File: config.mk
export PLATFORM = sky130hd
export DESIGN_NAME = fetch_pc_sequencer
export DESIGN_NICKNAME = d
export VERILOG_FILES = /design/src/rtl/fetch_pc_sequencer.sv
export SDC_FILE = /design/constraint.sdc
export NUM_CORES = 1
export LEC_CHECK = 0
export CORE_MARGIN = 1.5
export CORE_UTILIZATION = 43
export CTS_CLUSTER_DIAMETER = 120
export DETAILED_ROUTE_END_ITERATION = 7
export GPL_ROUTABILITY_DRIVEN = 0
export HOLD_SLACK_MARGIN = 0.06
export PLACE_DENSITY_LB_ADDON = 0.12
export SYNTH_ARGS = -nofsm -noshare
export SYNTH_HDL_FRONTEND = slang
export SYNTH_SLANG_ARGS = --single-unit
File: constraint.sdc
create_clock -name clk -period 2 [get_ports clk]
set_input_delay 0.4 -clock clk [delete_from_list [all_inputs] [get_ports clk]]
set_output_delay 0.4 -clock clk [all_outputs]
set_load 0.01 [all_outputs]
File: src/rtl/fetch_pc_sequencer.sv
// Fetch-stage PC sequencer: branch/rti/interrupt next-PC arbitration.
// Define FETCH_INT_NEST_EN to re-enable interrupts on handler entry.
module fetch_pc_sequencer #(
  parameter int unsigned     PC_W      = 32,
  parameter logic [PC_W-1:0] RESET_VEC = 'd32,
  parameter logic [PC_W-1:0] INT_VEC   = 'd0
) (
  input  logic            clk,
  input  logic            reset,
  input  logic            branch,
  input  logic [15:0]     branch_addr,
  input  logic            stall,
  input  logic            int_req,
  input  logic            rti,
  input  logic [PC_W-1:0] rti_addr,
  input  logic [15:0]     imem_data,
  output logic [PC_W-1:0] pc_out,
  output logic            fetch_valid,
  output logic            flush,
  output logic            int_ack,
  output logic [PC_W-1:0] ret_pc,
  output logic            ret_pc_valid
);

  typedef enum logic [1:0] {
    RUN    = 2'd0,
    INT_LO = 2'd1,
    INT_HI = 2'd2
  } state_t;

  state_t          r_state, w_state_n;
  logic [PC_W-1:0] r_pc, w_pc_n;
  logic [PC_W-1:0] r_ret, w_ret_n;
  logic [15:0]     r_lo, w_lo_n;
  logic            r_pend, w_pend_n;
  logic            r_en, w_en_n;
  logic            r_flush, w_flush_n;
  logic            r_ack, w_ack_n;
  logic            w_pend;
  logic            w_take;
  logic [PC_W-1:0] w_br;

  assign w_pend = r_pend | int_req;
  assign w_take = w_pend & r_en & ~stall;
  assign w_br   = {{(PC_W-16){branch_addr[15]}}, branch_addr};

  always_comb begin
    w_state_n = r_state;
    w_pc_n    = r_pc;
    w_ret_n   = r_ret;
    w_lo_n    = r_lo;
    w_pend_n  = w_pend;
    w_en_n    = r_en;
    w_flush_n = 1'b0;
    w_ack_n   = 1'b0;
    unique case (r_state)
      INT_LO: begin
        w_lo_n    = imem_data;
        w_pc_n    = INT_VEC + PC_W'(1);
        w_state_n = INT_HI;
      end
      INT_HI: begin
        w_pc_n    = PC_W'({imem_data, r_lo});
        w_state_n = RUN;
`ifdef FETCH_INT_NEST_EN
        w_en_n    = 1'b1;
`else
        w_en_n    = r_en;
`endif
      end
      default: begin
        if (rti) begin
          w_pc_n    = rti_addr;
          w_en_n    = 1'b1;
          w_flush_n = 1'b1;
        end else if (branch) begin
          w_pc_n    = w_br;
          w_flush_n = 1'b1;
        end else if (w_take) begin
          // old pc is squashed here and re-fetched after rti
          w_ret_n   = r_pc;
          w_ack_n   = 1'b1;
          w_en_n    = 1'b0;
          w_pend_n  = 1'b0;
          w_flush_n = 1'b1;
          w_pc_n    = INT_VEC;
          w_state_n = INT_LO;
        end else if (!stall) begin
          w_pc_n = r_pc + PC_W'(1);
        end
      end
    endcase
  end

  always_ff @(negedge clk) begin
    if (!reset) begin
      r_state <= RUN;
      r_pc    <= RESET_VEC;
      r_ret   <= '0;
      r_lo    <= '0;
      r_pend  <= 1'b0;
      r_en    <= 1'b1;
      r_flush <= 1'b0;
      r_ack   <= 1'b0;
    end else begin
      r_state <= w_state_n;
      r_pc    <= w_pc_n;
      r_ret   <= w_ret_n;
      r_lo    <= w_lo_n;
      r_pend  <= w_pend_n;
      r_en    <= w_en_n;
      r_flush <= w_flush_n;
      r_ack   <= w_ack_n;
    end
  end

  // valid as soon as reset is released, so RESET_VEC itself is fetched
  assign fetch_valid  = reset & (r_state == RUN);
  assign pc_out       = r_pc;
  assign flush        = r_flush;
  assign int_ack      = r_ack;
  assign ret_pc       = r_ret;
  assign ret_pc_valid = r_ack;

endmodule

* Word level (Yosys, flattened, before mapping)
Index checks and enable logic that the tools add are counted.
Word-level totals: register bits 86, word-level logic and storage cells 52, input port bits 70
Cells by class: multiplexer cells 19, bitwise operators 9, eq/ne operators 6, reductions and logical operators 9, add/subtract/negate cells 1
Operator list (count):
- $mux W32 | 4
- $pmux W32 S2 | 1
- $add A32 B1 Y32 const B | 1
- $mux W1 | 10
- $mux W2 | 3
- $ne A3 B1 Y1 const B | 2
- $ne A6 B2 Y1 const B | 1
- $reduce_and A3 Y1 | 2
- $not A1 Y1 | 5
- $reduce_or A5 Y1 | 1
- $pmux W2 S2 | 1
- $reduce_and A4 Y1 | 1
- $and A1 B1 Y1 | 3
- $reduce_bool A3 Y1 | 1
- $reduce_or A3 Y1 | 1
- $eq A2 B1 Y1 const B | 1
- $eq A2 B2 Y1 const B | 1
- $logic_not A2 Y1 | 1
- $ne A2 B1 Y1 const B | 1
- $reduce_bool A2 Y1 | 1
- $reduce_or A2 Y1 | 1
- $or A1 B1 Y1 | 1

* Depth between registers and ports, before layout
Gate-level depths: netlist of the first run.
depth in word-level cells 7, depth in mapped cells 8, gate-level depth less buffers 7

==> out/summary.txt, run 1 <==
XOR/XNOR Fraction of Synth Area: 1.49%
setup ws final: -0.670 ns
top cells by area, synth: dfxtp_1 37%, a21oi_1 9.1%, nand2_1 7.3%, mux2i_1 4.9%, nor2_1 3.7%
CTS Buf Count: 9
WL final: 35.0 mm
WL/cell: 29.8 µm
Synth Area in Simple Gates: 23.2%
area share of the largest cell type after synthesis: 36.5%
Core Box Area: 10700 µm²
Least-Margin Pin Slew: 0.670 ns
Seq cells post-synth: 86
CP Data Arrival Time: 1.98 ns
Non-Filler Instances: 1175
gr ovfl total: 0
main combinational cell family by area after synthesis: compound AO/OA/AOI/OAI gates
final slew viol count: 0
sequential fraction of the synthesis area: 36.5%
die area: 11600 µm²
clk sink count: 86
CTS root buffer: clkbuf_8
final antenna diode count: 0
Worst-Skew Late Latency: 0.49 ns
Remaining DRCs: 161
Max Cap Viol: 0
I/O Pins: 138
cell mode on critical path: buf_6
number of global-route vias before repair: 7693
Final Total Pwr: 10.0 mW
Max stage delay on crit path: 0.49 ns
DR pass1 iterations: 8
Total GRT Usage: 47.2%
ys async rst share: 0%
# H-tree levels: 3
Final Net Count: 1105
Via density: 7.09
Die X: 108 µm
Starting Density: 43.9%
DP Worst Slack: -1.29 ns
Ys Warns: 0
clock slew at reported path FFs: 0.06 ns
PD cells: 999 nW/µm²
worst path required time: 1.31 ns
Post-Route Skew: 0.0734 ns
dpl hpwl: 14.1 mm
EDFF count, synth: 0
Yosys top cell by area: dfxtp_1
mux cell area share after synthesis: 4.89%
port bufs: 137
endpoints failing hold: 0
CP Capture Type: register
post-route ant nets: 0
run status: complete, but fails checks
most frequent cell after synthesis: nand2_1
row count: 38
Avg Cell Area, Syn: 7.62 µm²
adder-cell share of the synthesized area: 1.33%
Leakage: 4.41 nW
critical path's slowest cell: nor4_4
share of layout cells above drive strength 1: 56.0%
min-delay worst type: register to register
Cells after Synth: 618
Post-Syn Nets: 693
final setup fails: 141
# hold bufs at CTS: 0
unrepaired setup endpoints after global routing: true
Yosys cell types: 61
CP cell instances: buf_6 -> buf_6 -> nand2b_4 -> buf_6 -> buf_6 -> o21bai_4 -> a21oi_2 -> nor4_4 -> a2111oi_2
critical path fanouts, max: 5
kind of critical path: primary input to register
Hold WS: 0.538 ns
Synth Cell Area: 4710 µm²
Post-synth top cells: 92 x nand2_1, 86 x a21oi_1, 86 x dfxtp_1
TritonCTS clock tree: yes
failing checks: design-rule violations, negative setup slack
worst vdd ir: 0.863 mV
DP Cell Count: 966
vias: 8328
Core Util, Final: 93.3%
die height: 108 µm
initial DRC count: 1768
kind of start point of the critical path: primary input
Worst slew margin: 55.3%
global-route wire length before repair: 40.7 mm
Synth Area in Compound Gates: 26.9%
Longest Clk Path Bufs: 2
Syn-to-layout area delta: 113%
initial antenna violation count: 0
ys flop type: dfxtp_1
largest net degree at the start of global routing: 20
==> final cells by class <==
type	instances	area (µm²)
inverter	17	73.8
sequential	86	1810
clock buffer	9	124
fill	340	718
timing repair buffer	363	3560
clock inverter	93	370
multi-input combinational	467	3910
tap	140	175
==> worst paths after layout <==
kind                          start  slack [ns]  cells after the start                 endpoint
max                           stall       -0.67                      9  pc_out[11]$_SDFFE_NN0P_
min            r_lo[2]$_SDFFE_NN0P_        0.54                      2     r_lo[2]$_SDFFE_NN0P_
max reg2reg  pc_out[4]$_SDFFE_NN0P_       -0.48                      7  pc_out[31]$_SDFFE_NN0P_
min reg2reg    r_lo[2]$_SDFFE_NN0P_        0.54                      2     r_lo[2]$_SDFFE_NN0P_
==> state kept, by name (all words and copies together) (netlist names) <==
| name | count |
|---|---|
| pc_out | 32 |
| ret_pc | 32 |
| r_lo | 16 |
| r_state | 2 |
| flush | 1 |
| int_ack | 1 |
| r_en | 1 |
| r_pend | 1 |
==> metal layers <==
metal | up-vias | part of all wire [%] | wire length [µm] | global-route usage (%)
li1 | 3088 | - | - | -
met1 | 3692 | 31 | 10800 | 52.0
met2 | 1088 | 41 | 14300 | 72.6
met3 | 458 | 16 | 5660 | 17.6
met4 | 2 | 12 | 4320 | 37.5
met5 | - | 0.16 | 55 | 0
==> stage by stage <==
step / TNS [ns] / area (µm²)
6_report: -49.49 / 10000
5_1_grt: -51.69 / 10000
4_1_cts: -39.17 / 9400
3_5_place_dp: -111.49 / 7170
3_3_place_gp: -109.37 / 7170
2_1_floorplan: -26.61 / 5110
==> cell families (layout without fill, tap and decap cells) <==
family	Yosys count	count (layout)
compound gates	203	203
xor+xnor	8	8
fa+ha+maj	5	5
buf+inv	66	482
flops	86	86
mux	23	23
simple gates	227	228
==> power breakdown <==
part	internal (mW)	switching, mW
combinational	2.36	3.05
sequential	2.06	0.330
clock	0.682	1.54
==> cells in the final DEF (no fill, tap or decap), types with 10 or more instances in the layout <==
cell	count
buf_4	165
buf_6	109
inv_1	97
dfxtp_2	65
clkdlybuf4s50_1	55
nand2_4	45
a21oi_2	44
a21oi_1	37
nor2_1	35
nand2_1	32
mux2i_1	21
o21ai_1	18
dfxtp_1	18
nand3_1	15
nand2_2	14
buf_12	12
o211ai_1	11
buf_8	10
==> worst max-delay path, delay by kind of cell <==
family                 cells  cell delay, ns
AO/OA/AOI/OAI              3            0.47
AND/OR/NAND/NOR            2            0.64
buffers and inverters      4            0.47
==> timing repair <==
| item | CTS | global route |
|---|---|---|
| setup endpoints to repair | 154 | 152 |
| cloned | 11 | 0 |
| gates resized for setup | 649 | 129 |
| setup buffers | 69 | 38 |
| pin swaps | 130 | 81 |
Note: power is estimated with default switching activity, not from simulation.
==> run 2: changes to the inputs <==
--- a/config.mk
+++ b/config.mk
@@ -5,6 +5,7 @@
 export SDC_FILE = /design/constraint.sdc
 export NUM_CORES = 1
 export LEC_CHECK = 0
+export CORE_ASPECT_RATIO = 0.75
 export CORE_MARGIN = 1.5
 export CORE_UTILIZATION = 43
 export CTS_CLUSTER_DIAMETER = 120
==> out/summary.txt, run 2 <==
Synth Cell Area: 4710 µm² (unchanged)
Ys Warns: 0 (unchanged)
Yosys cell types: 61 (unchanged)
sequential fraction of the synthesis area: 36.5% (unchanged)
Starting Density: 44.9% (was 43.9%)
Post-Syn Nets: 693 (unchanged)
Stop stage: global routing (5_1_grt)
GRT repair_timing worst endpoint: fetch_valid
# hold bufs at CTS: 0 (unchanged)
CTS root buffer: clkbuf_16 (was clkbuf_8)
row count: 32 (was 38)
Total GRT Usage: 94.0%
largest net degree at the start of global routing: 27
die height: 93.7 µm (was 108 µm)
Die X: 124 µm (was 108 µm)
port bufs: 137 (unchanged)
Longest Clk Path Bufs: 2 (unchanged)
Yosys top cell by area: dfxtp_1 (unchanged)
most frequent cell after synthesis: nand2_1 (unchanged)
run status: did not finish (was complete, but fails checks)
DP Cell Count: 968 (was 966)
top cells by area, synth: dfxtp_1 37%, a21oi_1 9.1%, nand2_1 7.3%, mux2i_1 4.9%, nor2_1 3.7% (unchanged)
Post-synth top cells: 92 x nand2_1, 86 x a21oi_1, 86 x dfxtp_1 (unchanged)
# H-tree levels: 3 (unchanged)
Seq cells post-synth: 86 (unchanged)
CTS Buf Count: 9 (unchanged)
ys async rst share: 0% (unchanged)
EDFF count, synth: 0 (unchanged)
Cells after Synth: 618 (unchanged)
Stop Error: [ERROR GRT-0232] Routing congestion too high. Check the congestion heatmap in the GUI.
ys flop type: dfxtp_1 (unchanged)
I/O Pins: 138 (unchanged)
gr ovfl total: 729
clk sink count: 86 (unchanged)
dpl hpwl: 14.4 mm (was 14.1 mm)
Avg Cell Area, Syn: 7.62 µm² (unchanged)
area share of the largest cell type after synthesis: 36.5% (unchanged)
worst ep type: primary output
[run 2: cell counts after synthesis]
No cell type changed its count.
[run 2: through the flow]
| stage | area, µm² | utilization (%) | TNS, ns | hold WS [ns] | worst slack [ns] |
|---|---|---|---|---|---|
| after floorplan | 5110 | - | -26.61 | 0.463 | -0.507 |
| after global placement | 7240 | 69.0 | -98.26 | 0.444 | -1.35 |
| after detailed placement | 7240 | 69.0 | -101.41 | 0.450 | -1.37 |
| after CTS | 9350 | 89.1 | -34.60 | 0.457 | -0.596 |
[run 2: logic make-up after synthesis]
logic type,share of synthesized area [%]
simple gates,23.2
flops,36.5
fa+ha+maj,1.33
xor+xnor,1.49
mux,4.89
buf+inv,5.66
compound gates,26.9
[run 2: routing by layer]
layer,GRT usage (%),overflow
met4,110,217
met3,70.5,1
met1,86.0,6
met2,120,502
met5,27.9,3
[run 2: timing repair]
item / in CTS
cloned: 8
setup buffers: 50
pin swaps: 97
resized for setup: 621
endpoints found under the setup margin: 152
==> run 3: changes to the inputs <==
==> config.mk (replaced) <==
export PLATFORM = sky130hd
export DESIGN_NAME = fetch_pc_sequencer
export DESIGN_NICKNAME = d
export VERILOG_FILES = /design/src/rtl/fetch_pc_sequencer.sv
export SDC_FILE = /design/constraint.sdc
export NUM_CORES = 1
export LEC_CHECK = 0
export CORE_MARGIN = 1.5
export CORE_UTILIZATION = 35
export DETAILED_ROUTE_END_ITERATION = 7
export GPL_ROUTABILITY_DRIVEN = 0
export PLACE_DENSITY_LB_ADDON = 0.15
export SYNTH_ARGS = -nofsm -noshare
export SYNTH_HDL_FRONTEND = slang
export SYNTH_SLANG_ARGS = --single-unit
==> constraint.sdc (replaced) <==
create_clock -name clk -period 2.6 [get_ports clk]
set_input_delay 0.52 -clock clk [delete_from_list [all_inputs] [get_ports clk]]
set_output_delay 0.52 -clock clk [all_outputs]
set_load 0.01 [all_outputs]
==> out/summary.txt, run 3 (synthesized netlist as in run 1, its figures left out) <==
run status: complete, but fails checks (was did not finish)
failing checks: negative setup slack
WL final: 26.1 mm
worst vdd ir: 0.458 mV
final antenna diode count: 0
die height: 119 µm (was 93.7 µm)
# H-tree levels: 3 (unchanged)
Sequential Power Share: 24.5%
TritonCTS clock tree: yes
Final Net Count: 1054
Max stage delay on crit path: 0.32 ns
endpoints failing hold: 0
min-delay worst type: register to register
clock slew at reported path FFs: 0.03 ns
critical path fanouts, max: 2
Hold WS: 0.459 ns
Die X: 119 µm (was 124 µm)
Worst-Skew Late Latency: 0.45 ns
finished layout cell area: 9770 µm²
die area: 14200 µm²
switching part of the total power: 42.5%
CTS root buffer: clkbuf_16 (unchanged)
I/O Pins: 138 (unchanged)
CP Data Arrival Time: 2.47 ns
Syn-to-layout area delta: 107%
CTS Buf Count: 9 (unchanged)
Worst slew margin: 63.3%
PD cells: 751 nW/µm²
Comb power frac: 50.1%
r2r worst-path depth: 7
commonest non-fill, non-tap cells in the layout: 107 x buf_6, 107 x buf_4, 99 x inv_1
Total GRT Usage: 31.8%
DR pass1 iterations: 6
initial DRC count: 798
placed cell areas: 7030 µm² (was 7240 µm²)
setup ws final: -0.394 ns
P_sw: 3.12 mW
share of layout cells above drive strength 1: 51.7%
WL/cell: 22.5 µm
Max Cap Viol: 0
hold path cells: 2
row count: 42 (was 32)
initial antenna violation count: 0
unrepaired setup endpoints after global routing: true
Remaining DRCs: 0
kind of start point of the critical path: register
Final Total Pwr: 7.34 mW
Core Util, Final: 74.0%
dpl hpwl: 14.4 mm (about the same)
Longest Clk Path Bufs: 2 (unchanged)
global-route wire length before repair: 35.0 mm
post-route ant nets: 0
DP Cell Count: 980 (was 968)
kind of critical path: register to output port
Non-Filler Instances: 1160
Levels on crit path: 4
port bufs: 137 (unchanged)
Clk pwr share: 25.4%
largest net degree at the start of global routing: 27
critical path's slowest cell: dfxtp_2
DP Worst Slack: -1.09 ns (was -1.37 ns)
Starting Density: 35.7% (was 44.9%)
Top Family by Delay on Critical Path: flip-flops
Post-Route Skew: 0.0592 ns
gr ovfl total: 0
CP Capture Type: output port
vias: 7017
number of global-route vias before repair: 6781
clk sink count: 86 (unchanged)
Leakage: 4.36 nW
final setup fails: 135
Least-Margin Pin Slew: 0.542 ns
internal power: 4.22 mW
final slew viol count: 0
Core Box Area: 13200 µm²
setup TNS: -15.55 ns
CP cell instances: inv_2 -> ha_4 -> and2_4 -> buf_6
Via density: 6.05
Worst Path Buf+Inv: 2
worst path required time: 2.08 ns
==> run 3: repair_timing <==
| action | 4_1_cts | 5_1_grt |
|---|---|---|
| cloned | 11 | 4 |
| pin swaps | 78 | 91 |
| buffers inserted | 41 | 32 |
| gates resized for setup | 606 | 141 |
| endpoints found under the setup margin | 151 | 150 |
| hold buffers | 0 | 0 |
==> run 3: power by group through the flow <==
| stage | registers [mW] | logic, mW | clock network [mW] |
|---|---|---|---|
| 2_1_floorplan | 1.87 | 1.20 | 0.203 |
| 3_3_place_gp | 1.72 | 2.57 | 0.203 |
| 3_5_place_dp | 1.72 | 2.60 | 0.203 |
| 4_1_cts | 1.78 | 3.10 | 1.86 |
| 5_1_grt | 1.81 | 3.82 | 2.04 |
| 6_report | 1.80 | 3.67 | 1.86 |
==> run 3: per-layer routing <==
metal | vias up | track usage, % | wire length (µm)
li1 | 2973 | - | -
met1 | 3256 | 37.5 | 9290
met2 | 605 | 49.5 | 11900
met3 | 183 | 9.05 | 2990
met4 | 0 | 23.1 | 1900
met5 | - | 0 | 0
==> run 3: worst register-to-register path, cell delays in order, from the launching register on <==
cell,delay [ns]
dfxtp_2,0.35
buf_4,0.17
and4_1,0.46
buf_4,0.23
and4_1,0.30
nor4b_1,0.49
a211oi_2,0.14
a2bb2oi_1,0.15
==> run 3: path summary, 6_finish.rpt <==
kind                                 from  slack (ns)                      end
setup / recovery  r_state[0]$_SDFFE_NN0P_       -0.39              fetch_valid
hold / removal     ret_pc[9]$_SDFFE_NN0P_        0.46   ret_pc[9]$_SDFFE_NN0P_
setup reg to reg   pc_out[3]$_SDFFE_NN0P_        0.18  pc_out[24]$_SDFFE_NN0P_
hold reg to reg    ret_pc[9]$_SDFFE_NN0P_        0.46   ret_pc[9]$_SDFFE_NN0P_
==> run 3: cell type report <==
| class | instances | area (µm²) |
|---|---|---|
| timing repair buffer | 311 | 3290 |
| inverter | 17 | 78.8 |
| fill | 888 | 3420 |
| multi-input combinational | 468 | 3750 |
| tap | 176 | 220 |
| clock inverter | 93 | 385 |
| clock buffer | 9 | 225 |
| sequential | 86 | 1820 |
